<file path="src/rtl/axi_rd_4k_split.sv">
// AXI4 read-channel burst splitter: breaks each slave AR into 4 KiB
// page-contained sub-bursts and rebuilds RLAST on the return path.
//
//  state   | meaning
//  --------+-----------------------------------------------------------
//  S_IDLE  | waiting for a slave AR; s_arready high outside reset
//  S_ISSUE | issuing page-contained sub-bursts until the last one is accepted
module axi_rd_4k_split #(
  parameter int ADDR_W    = 64,
  parameter int ID_W      = 16,
  parameter int DATA_W    = 512,
  parameter int LOG_DEPTH = 4
) (
  input  logic              clk,
  input  logic              rst,
  input  logic [ID_W-1:0]   s_arid,
  input  logic [ADDR_W-1:0] s_araddr,
  input  logic [7:0]        s_arlen,
  input  logic [2:0]        s_arsize,
  input  logic              s_arvalid,
  output logic              s_arready,
  output logic [ID_W-1:0]   s_rid,
  output logic [DATA_W-1:0] s_rdata,
  output logic [1:0]        s_rresp,
  output logic              s_rlast,
  output logic              s_rvalid,
  input  logic              s_rready,
  output logic [ID_W-1:0]   m_arid,
  output logic [ADDR_W-1:0] m_araddr,
  output logic [7:0]        m_arlen,
  output logic [2:0]        m_arsize,
  output logic              m_arvalid,
  input  logic              m_arready,
  input  logic [ID_W-1:0]   m_rid,
  input  logic [DATA_W-1:0] m_rdata,
  input  logic [1:0]        m_rresp,
  input  logic              m_rlast,
  input  logic              m_rvalid,
  output logic              m_rready,
  output logic [31:0]       split_count
);

  localparam int DEPTH = 1 << LOG_DEPTH;

  typedef enum logic [0:0] {S_IDLE, S_ISSUE} state_t;

  state_t               r_state;
  state_t               w_state_nxt;
  logic [ID_W-1:0]      r_id;
  logic [ADDR_W-1:0]    r_addr;
  logic [2:0]           r_size;
  logic [8:0]           r_rem;
  logic [31:0]          r_split_count;
  logic [DEPTH-1:0]     r_fifo;
  logic [LOG_DEPTH-1:0] r_wr_ptr;
  logic [LOG_DEPTH-1:0] r_rd_ptr;
  logic [LOG_DEPTH:0]   r_count;

  logic [6:0] w_page_beats;
  logic [8:0] w_sub_beats;
  logic       w_sub_last;
  logic       w_full;
  logic       w_empty;
  logic       w_ar_hs;
  logic       w_push;
  logic       w_pop;

  // Beats left in the current 4 KiB page bound the next sub-burst.
  assign w_page_beats = 7'd64 - {1'b0, r_addr[11:6]};
  assign w_sub_beats  = ({2'b00, w_page_beats} < r_rem) ? {2'b00, w_page_beats} : r_rem;
  assign w_sub_last   = (w_sub_beats == r_rem);
  assign w_full       = (r_count == (LOG_DEPTH+1)'(DEPTH));
  assign w_empty      = (r_count == '0);
  assign w_ar_hs      = s_arvalid & s_arready;
  assign w_push       = m_arvalid & m_arready;
  assign w_pop        = m_rvalid & s_rready & m_rlast & ~w_empty;

  assign m_arid      = r_id;
  assign m_araddr    = r_addr;
  assign m_arsize    = r_size;
  assign m_arlen     = 8'(w_sub_beats - 9'd1);
  assign split_count = r_split_count;

  // R data passes straight through; only RLAST is qualified by the tracker.
  assign s_rvalid = m_rvalid;
  assign m_rready = s_rready;
  assign s_rid    = m_rid;
  assign s_rdata  = m_rdata;
  assign s_rresp  = m_rresp;
  assign s_rlast  = m_rlast & (w_empty | r_fifo[r_rd_ptr]);

  // State register.
  always_ff @(posedge clk or posedge rst) begin
    if (rst) r_state <= S_IDLE;
    else     r_state <= w_state_nxt;
  end

  // Next-state and handshake outputs; s_arready is held low while in reset.
  always_comb begin
    w_state_nxt = r_state;
    s_arready   = 1'b0;
    m_arvalid   = 1'b0;
    case (r_state)
      S_IDLE: begin
        s_arready = ~rst;
        if (s_arvalid && !rst) w_state_nxt = S_ISSUE;
      end
      S_ISSUE: begin
        m_arvalid = ~w_full;
        if (!w_full && m_arready && w_sub_last) w_state_nxt = S_IDLE;
      end
      default: w_state_nxt = S_IDLE;
    endcase
  end

  // Request context: latch on slave AR, advance on each accepted sub-burst.
  always_ff @(posedge clk or posedge rst) begin
    if (rst) begin
      r_id          <= '0;
      r_addr        <= '0;
      r_size        <= '0;
      r_rem         <= '0;
      r_split_count <= '0;
    end else if (w_ar_hs) begin
      r_id   <= s_arid;
      r_addr <= s_araddr;
      r_size <= s_arsize;
      r_rem  <= {1'b0, s_arlen} + 9'd1;
    end else if (w_push) begin
      r_rem  <= r_rem - w_sub_beats;
      r_addr <= r_addr + ADDR_W'({w_sub_beats, 6'b0});
      if (!w_sub_last) r_split_count <= r_split_count + 32'd1;
    end
  end

  // Last-flag tracker: one entry per outstanding sub-burst, in issue order.
  always_ff @(posedge clk or posedge rst) begin
    if (rst) begin
      r_fifo   <= '0;
      r_wr_ptr <= '0;
      r_rd_ptr <= '0;
      r_count  <= '0;
    end else begin
      if (w_push) begin
        r_fifo[r_wr_ptr] <= w_sub_last;
        r_wr_ptr         <= r_wr_ptr + 1'b1;
      end
      if (w_pop) r_rd_ptr <= r_rd_ptr + 1'b1;
      case ({w_push, w_pop})
        2'b10:   r_count <= r_count + 1'b1;
        2'b01:   r_count <= r_count - 1'b1;
        default: r_count <= r_count;
      endcase
    end
  end

endmodule

</file>
<file path="config.mk">
export PLATFORM = sky130hd
export DESIGN_NAME = axi_rd_4k_split
export DESIGN_NICKNAME = d
export VERILOG_FILES = /design/src/rtl/axi_rd_4k_split.sv
export SDC_FILE = /design/constraint.sdc
export NUM_CORES = 1
export LEC_CHECK = 0
export ABC_AREA = 1
export ABC_CLOCK_PERIOD_IN_PS = 7020
export CAP_MARGIN = 20
export CORE_AREA = 2 2 508 510
export DETAILED_ROUTE_END_ITERATION = 7
export DIE_AREA = 0 0 510 512
export GPL_ROUTABILITY_DRIVEN = 0
export HOLD_SLACK_MARGIN = 0.12
export SLEW_MARGIN = 20
export SYNTH_ARGS = -nofsm -noshare
export SYNTH_HDL_FRONTEND = slang
export SYNTH_SLANG_ARGS = --single-unit
</file>
<file path="constraint.sdc">
create_clock -name clk -period 7.02 [get_ports clk]
set_clock_uncertainty 0.2 [all_clocks]
set_input_delay 1.053 -clock clk [delete_from_list [all_inputs] [get_ports clk]]
set_output_delay 1.053 -clock clk [all_outputs]
set_load 0.01 [all_outputs]
</file>
## Word-level counts from Yosys, hierarchy flattened

Cells that the tools add are included.

| storage, ports and cells | value |
|---|---|
| flip-flop bits (word level) | 154 |
| input port bits | 628 |
| output and inout port bits | 658 |
| logic and storage cells | 67 |

| operators by class | value |
|---|---|
| $add $sub $neg | 10 |
| $lt $le $gt $ge | 4 |
| eq/ne operators | 4 |
| mux-type cells | 16 |
| bitwise logic cells | 13 |
| reductions and logical operators | 10 |

Operator list:

| cell | number |
|---|---|
| 2-to-1 mux 64 bit | 2 |
| adder 64 x 15 -> 64 bit | 1 |
| adder 32 x 1 -> 32 bit, second input constant | 1 |
| 2-to-1 mux 9 bit | 3 |
| bitwise mux 16 bit | 1 |
| < comparator 4 x 5 -> 1 bit, second input constant | 2 |
| one-hot mux 5 bit (2 select lines) | 1 |
| adder 8 x 1 -> 9 bit, second input constant | 1 |
| equality test 9 bit | 1 |
| < comparator 7 x 9 -> 1 bit | 1 |
| subtractor 9 bit | 1 |
| adder 4 x 1 -> 4 bit, second input constant | 2 |
| subtractor 8 x 1 -> 8 bit, second input constant | 1 |
| subtractor 7 x 6 -> 7 bit, first input constant | 1 |
| bitwise AND 1 bit | 6 |
| 2-to-1 mux 1 bit | 6 |
| NOT 1 bit | 6 |
| adder 5 x 1 -> 5 bit, second input constant | 1 |
| equality test 5 bit, second input constant | 1 |
| zero test 5 bit | 1 |
| subtractor 5 x 1 -> 5 bit, second input constant | 1 |
| binary-select mux 1 bit (select 4 bit) | 1 |
| demux 1 bit (select 4 bit) | 1 |
| greater-or-equal comparator 4 x 1 -> 1 bit, second input constant | 1 |
| 8 further kinds | 13 |

## Logic depth before layout (Yosys ltp)

| logic depth | value |
|---|---|
| depth after elaboration | 7 |
| gate-level depth with buffers | 30 |
| depth with buffers taken out | 30 |

## Least setup slack after synthesis

No wires, ideal clock.

| timing | value |
|---|---|
| path type | register to output |
| start | reg r_addr[6] (netlist: m_araddr[6]) |
| end | out m_arlen[2] |
| arrival | 2.703 ns |
| required time | 5.767 ns |
| setup slack | 3.064 ns |
| stages on the path, launching flop included | 17 |
| buffers on the path | 0 |
| cells stage by stage | dfrtp_1 -> inv_1 -> ha_1 -> nand3_1 -> nand2_1 -> inv_1 -> ha_1 -> nand2_1 -> nor2_1 -> nand3_4 -> nand3_4 -> nand2_1 -> o21ai_1 -> inv_1 -> ha_1 -> inv_1 -> xor2_1 |

| between the ends | value |
|---|---|
| longest elaborated chain between the ends | 4 |

Ends and longest elaborated chain:

| element | RTL line | RTL |
|---|---|---|
| start: declaration | 50 | `logic [ADDR_W-1:0] r_addr;` |
| start signal: assignment | 126 | `r_addr <= s_araddr;` |
| start signal: assignment | 131 | `r_addr <= r_addr + ADDR_W'({w_sub_beats, 6'b0});` |
| subtractor 7 x 6 -> 7 bit (*) | 69 | `assign w_page_beats = 7'd64 - {1'b0, r_addr[11:6]};` |
| < comparator 7 x 9 -> 1 bit | 70 | `assign w_sub_beats = ({2'b00, w_page_beats} < r_rem) ? {2'b00, w_page_beats} : r_rem;` |
| 2-to-1 mux 9 bit (*) | 70 |  |
| subtractor 8 x 1 -> 8 bit (*) | 81 | `assign m_arlen = 8'(w_sub_beats - 9'd1);` |
| end: declaration | 30 | `output logic [7:0] m_arlen,` |

Every way passes the cells marked *; elsewhere a longest branch is shown, timed or not.

## Worst setup path after layout

| timing | value |
|---|---|
| start | reg r_addr[6] (netlist: m_araddr[6]) |
| end | out m_arlen[4] |

Same word-level chain as after synthesis.

==> run metrics <==
unrepaired setup endpoints after global routing no; HP Start m_arid[10]; syn avg cell area 6.89 µm²; met2 usage 0.203; fmax 183 MHz; nets@finish 2555; cts bufs inserted 25; crit end category primary output; top_reg_cell synth dfrtp_1; total gr overflow 0; core area 256000 µm²; fin area 18200 µm²; Leak 0.00677 µW; largest net degree at the start of global routing 115; layout cells sized above 1 0.0533; Mapped Area 15100 µm²; Detail Route Antenna Nets 0; Power Internal 3400 µW; worst hold path class flop to flop; fillers 30.1k; Worst Setup Start Kind flop; number of global-route vias before repair 12.3k; CTS tree done; Switching Share 0.521; Ports 1286; critical path class flop to primary output; worst-path fanout max 14; # resized after CTS 0; CTS Buffer Depth 3; post-DP HPWL 167000 µm; die area 261000 µm²; Synth async-reset ratio 1.00; Sw Pwr 3700 µW; post-CTS setup buffers 0; VDD IR max 0.162 mV; reg-to-reg startpoint m_araddr[6]; number of max-cap violations 0; layout overhead on the synthesized area 20.3%; initial antenna violation count 75; clock root buffer clkbuf_16; DR pass1 iterations 5; drt drc 0; Min-Delay Endpoint m_arid[10]; via count 13.3k; drt total wl 180000 µm; drt via density 2.51; clock power share 0.168; top cell type's share of synthesized area 0.266; crit path time final 5.46 ns; reg2reg end m_araddr[32]; Final setup viols 0; proportion of power drawn by flip-flops and latches 0.244; Mapped Cells 2196; Die Width 510 µm; worst path cell trace inv_1 -> ha_1 -> nand3_1 -> nand2_1 -> inv_1 -> ha_1 -> a21oi_1 -> nand2_1 -> nand2_4 -> nand3_4 -> o21ai_1 -> inv_1 -> ha_1 -> inv_1 -> o21ai_0 -> nand2_1 -> clkdlybuf4s50_1; CP max stage delay 0.57 ns; status complete, no violations; CTS clock-pin slew for the worst setup and hold paths 0.06 ns; die height 512 µm; #FFs+latches synth 154; CP required 5.77 ns; Pins Over Slew Limit 0; cells taking the most area after synthesis buf_4 27%, dfrtp_1 25%, nand2_1 16%; Fin. Hold Viols 0; IO buf count 225; Synth Warn # 0; site row count 186; most frequent CP cell inv_1; met1 Use GR 0.0566; placed cell area 17500 µm²; Synth area leader buf_4; Worst-Margin Slew 1.01 ns; sequential area share after synthesis 0.255; Total GRT Usage 0.132; hold_buf cts 0; GR Util met3 0.217; first-pass GRT wire length 206000 µm; clk_lat worst skew 0.54 ns; Combinational Power Share 0.587; internal reg-to-reg setup slack 1.57 ns; busiest grt layer met3; Arr. time, crit path 4.21 ns; clk sinks 154; Slew headroom 0.326; Pwr Density 389 nW/µm²; Post-synth EDFFs 0; hold path depth 2; Max H-tree Level 4; unique cell type count in the Yosys netlist 49; starting density of the core 0.0592; Crit-path slowest cell clkdlybuf4s50_1; R2R cell count 25; fin crit share 0.778; routed length per placed instance 34.0 µm; Sum Neg Setup Slack 0 ns; DR iter-0 viols 1061
[metrics by stage]
stage / util / std cells / hold slack [ns] / total power, µW / worst slack, ns
floorplan: - / 2197 / 0.262 / 4050 / 1.62
global placement: 0.0684 / 5245 / 0.262 / 5950 / 1.82
detailed placement: 0.0684 / 5245 / 0.264 / 5970 / 1.75
CTS: 0.0711 / 5278 / 0.282 / 7230 / 1.55
global route: 0.0712 / 5284 / 0.301 / 7540 / 1.32
finish: 0.0712 / 5286 / 0.281 / 7090 / 1.56
[synthesized netlist by cell type (4+ instances only)]
cell type / number
o21ai_2: 4
nand2_4: 5
nand4_1: 45
o21ai_0: 58
nor3_1: 33
nor2_1: 130
inv_1: 190
nor2_2: 8
clkbuf_1: 10
o211ai_1: 7
nand3b_1: 4
buf_2: 11
nand2_1: 642
nand3_1: 147
buf_6: 6
a31oi_1: 4
a21oi_1: 31
ha_1: 36
dfrtp_1: 154
nand2_2: 14
o211ai_2: 5
xnor2_1: 27
xor2_1: 34
nor3_2: 5
o21ai_1: 9
buf_4: 536
inv_2: 5
[state kept, by name (all words and copies together) (netlist names)]
| register | count |
|---|---|
| m_araddr | 64 |
| split_count | 32 |
| m_arid | 16 |
| r_fifo | 16 |
| r_rem | 9 |
| r_count | 5 |
| r_rd_ptr | 4 |
| r_wr_ptr | 4 |
| m_arsize | 3 |
| r_state | 1 |
[power groups by stage]
| stage | clock [µW] | combinational (µW) | sequential, µW |
|---|---|---|---|
| after CTS | 1250 | 4250 | 1730 |
| final | 1190 | 4170 | 1730 |
| after global routing | 1240 | 4520 | 1780 |
| after detailed placement | 0 | 4230 | 1740 |
| after floorplan | 0 | 2370 | 1670 |
| after global placement | 0 | 4210 | 1730 |
[metal layers]
metal / wire (µm) / part of all wire
met1: 26800 / 0.15
met2: 77700 / 0.43
met3: 63900 / 0.36
met4: 11100 / 0.062
met5: 349 / 0.0019
[layout make-up]
class / count / area [µm²] / area share
Clock inverter: 5 / 58.8 / 0.00323
Inverter: 196 / 744 / 0.0409
Multi-Input combinational cell: 1277 / 6320 / 0.347
Sequential cell: 154 / 3850 / 0.212
Antenna cell: 8 / 20.0 / 0.00110
Timing Repair Buffer: 234 / 2330 / 0.128
Tap cell: 3384 / 4230 / 0.232
Clock buffer: 28 / 647 / 0.0355
[how the worst max path moves through the flow]
stage	slack, ns	cells past startpoint	end	start
floorplan	1.62	1	m_araddr[0]	rst
global route	1.32	18	m_arlen[4]	m_araddr[6]
CTS	1.55	17	m_arlen[4]	m_araddr[6]
finish	1.56	17	m_arlen[4]	m_araddr[6]
global placement	1.82	27	m_araddr[32]	m_araddr[6]
detailed placement	1.75	25	m_araddr[32]	m_araddr[6]
[logic make-up after synthesis]
group / synth area share
AND/OR/NAND/NOR: 0.298
AO/OA/AOI/OAI: 0.0498
adder cells (fa/ha/maj): 0.0337
buffers and inverters: 0.328
flip-flops: 0.255
other: 0.000248
XOR/XNOR: 0.0353
[worst max-delay path, delay by kind of cell (launching register included)]
| kind | cells | cell delay, ns |
|---|---|---|
| compound gates | 3 | 0.56 |
| fa+ha+maj | 3 | 0.83 |
| buf+inv | 5 | 1.13 |
| flops | 1 | 0.42 |
| simple gates | 6 | 0.76 |
[cell usage in the layout (no fill, tap or decap), types with 7 or more instances in the layout]
cell type / n
nand3_1: 147
nand4_1: 45
a21oi_1: 31
o21ai_0: 58
nand2_2: 15
nor3_1: 33
nor2_2: 8
ha_1: 36
o211ai_1: 7
dfrtp_1: 154
diode_2: 8
xnor2_1: 27
clkdlybuf4s50_1: 225
o21ai_1: 9
clkbuf_16: 25
inv_1: 189
nor2_1: 130
nand2_1: 641
buf_4: 8
xor2_1: 34
Note: power is estimated with default switching activity, not from simulation.
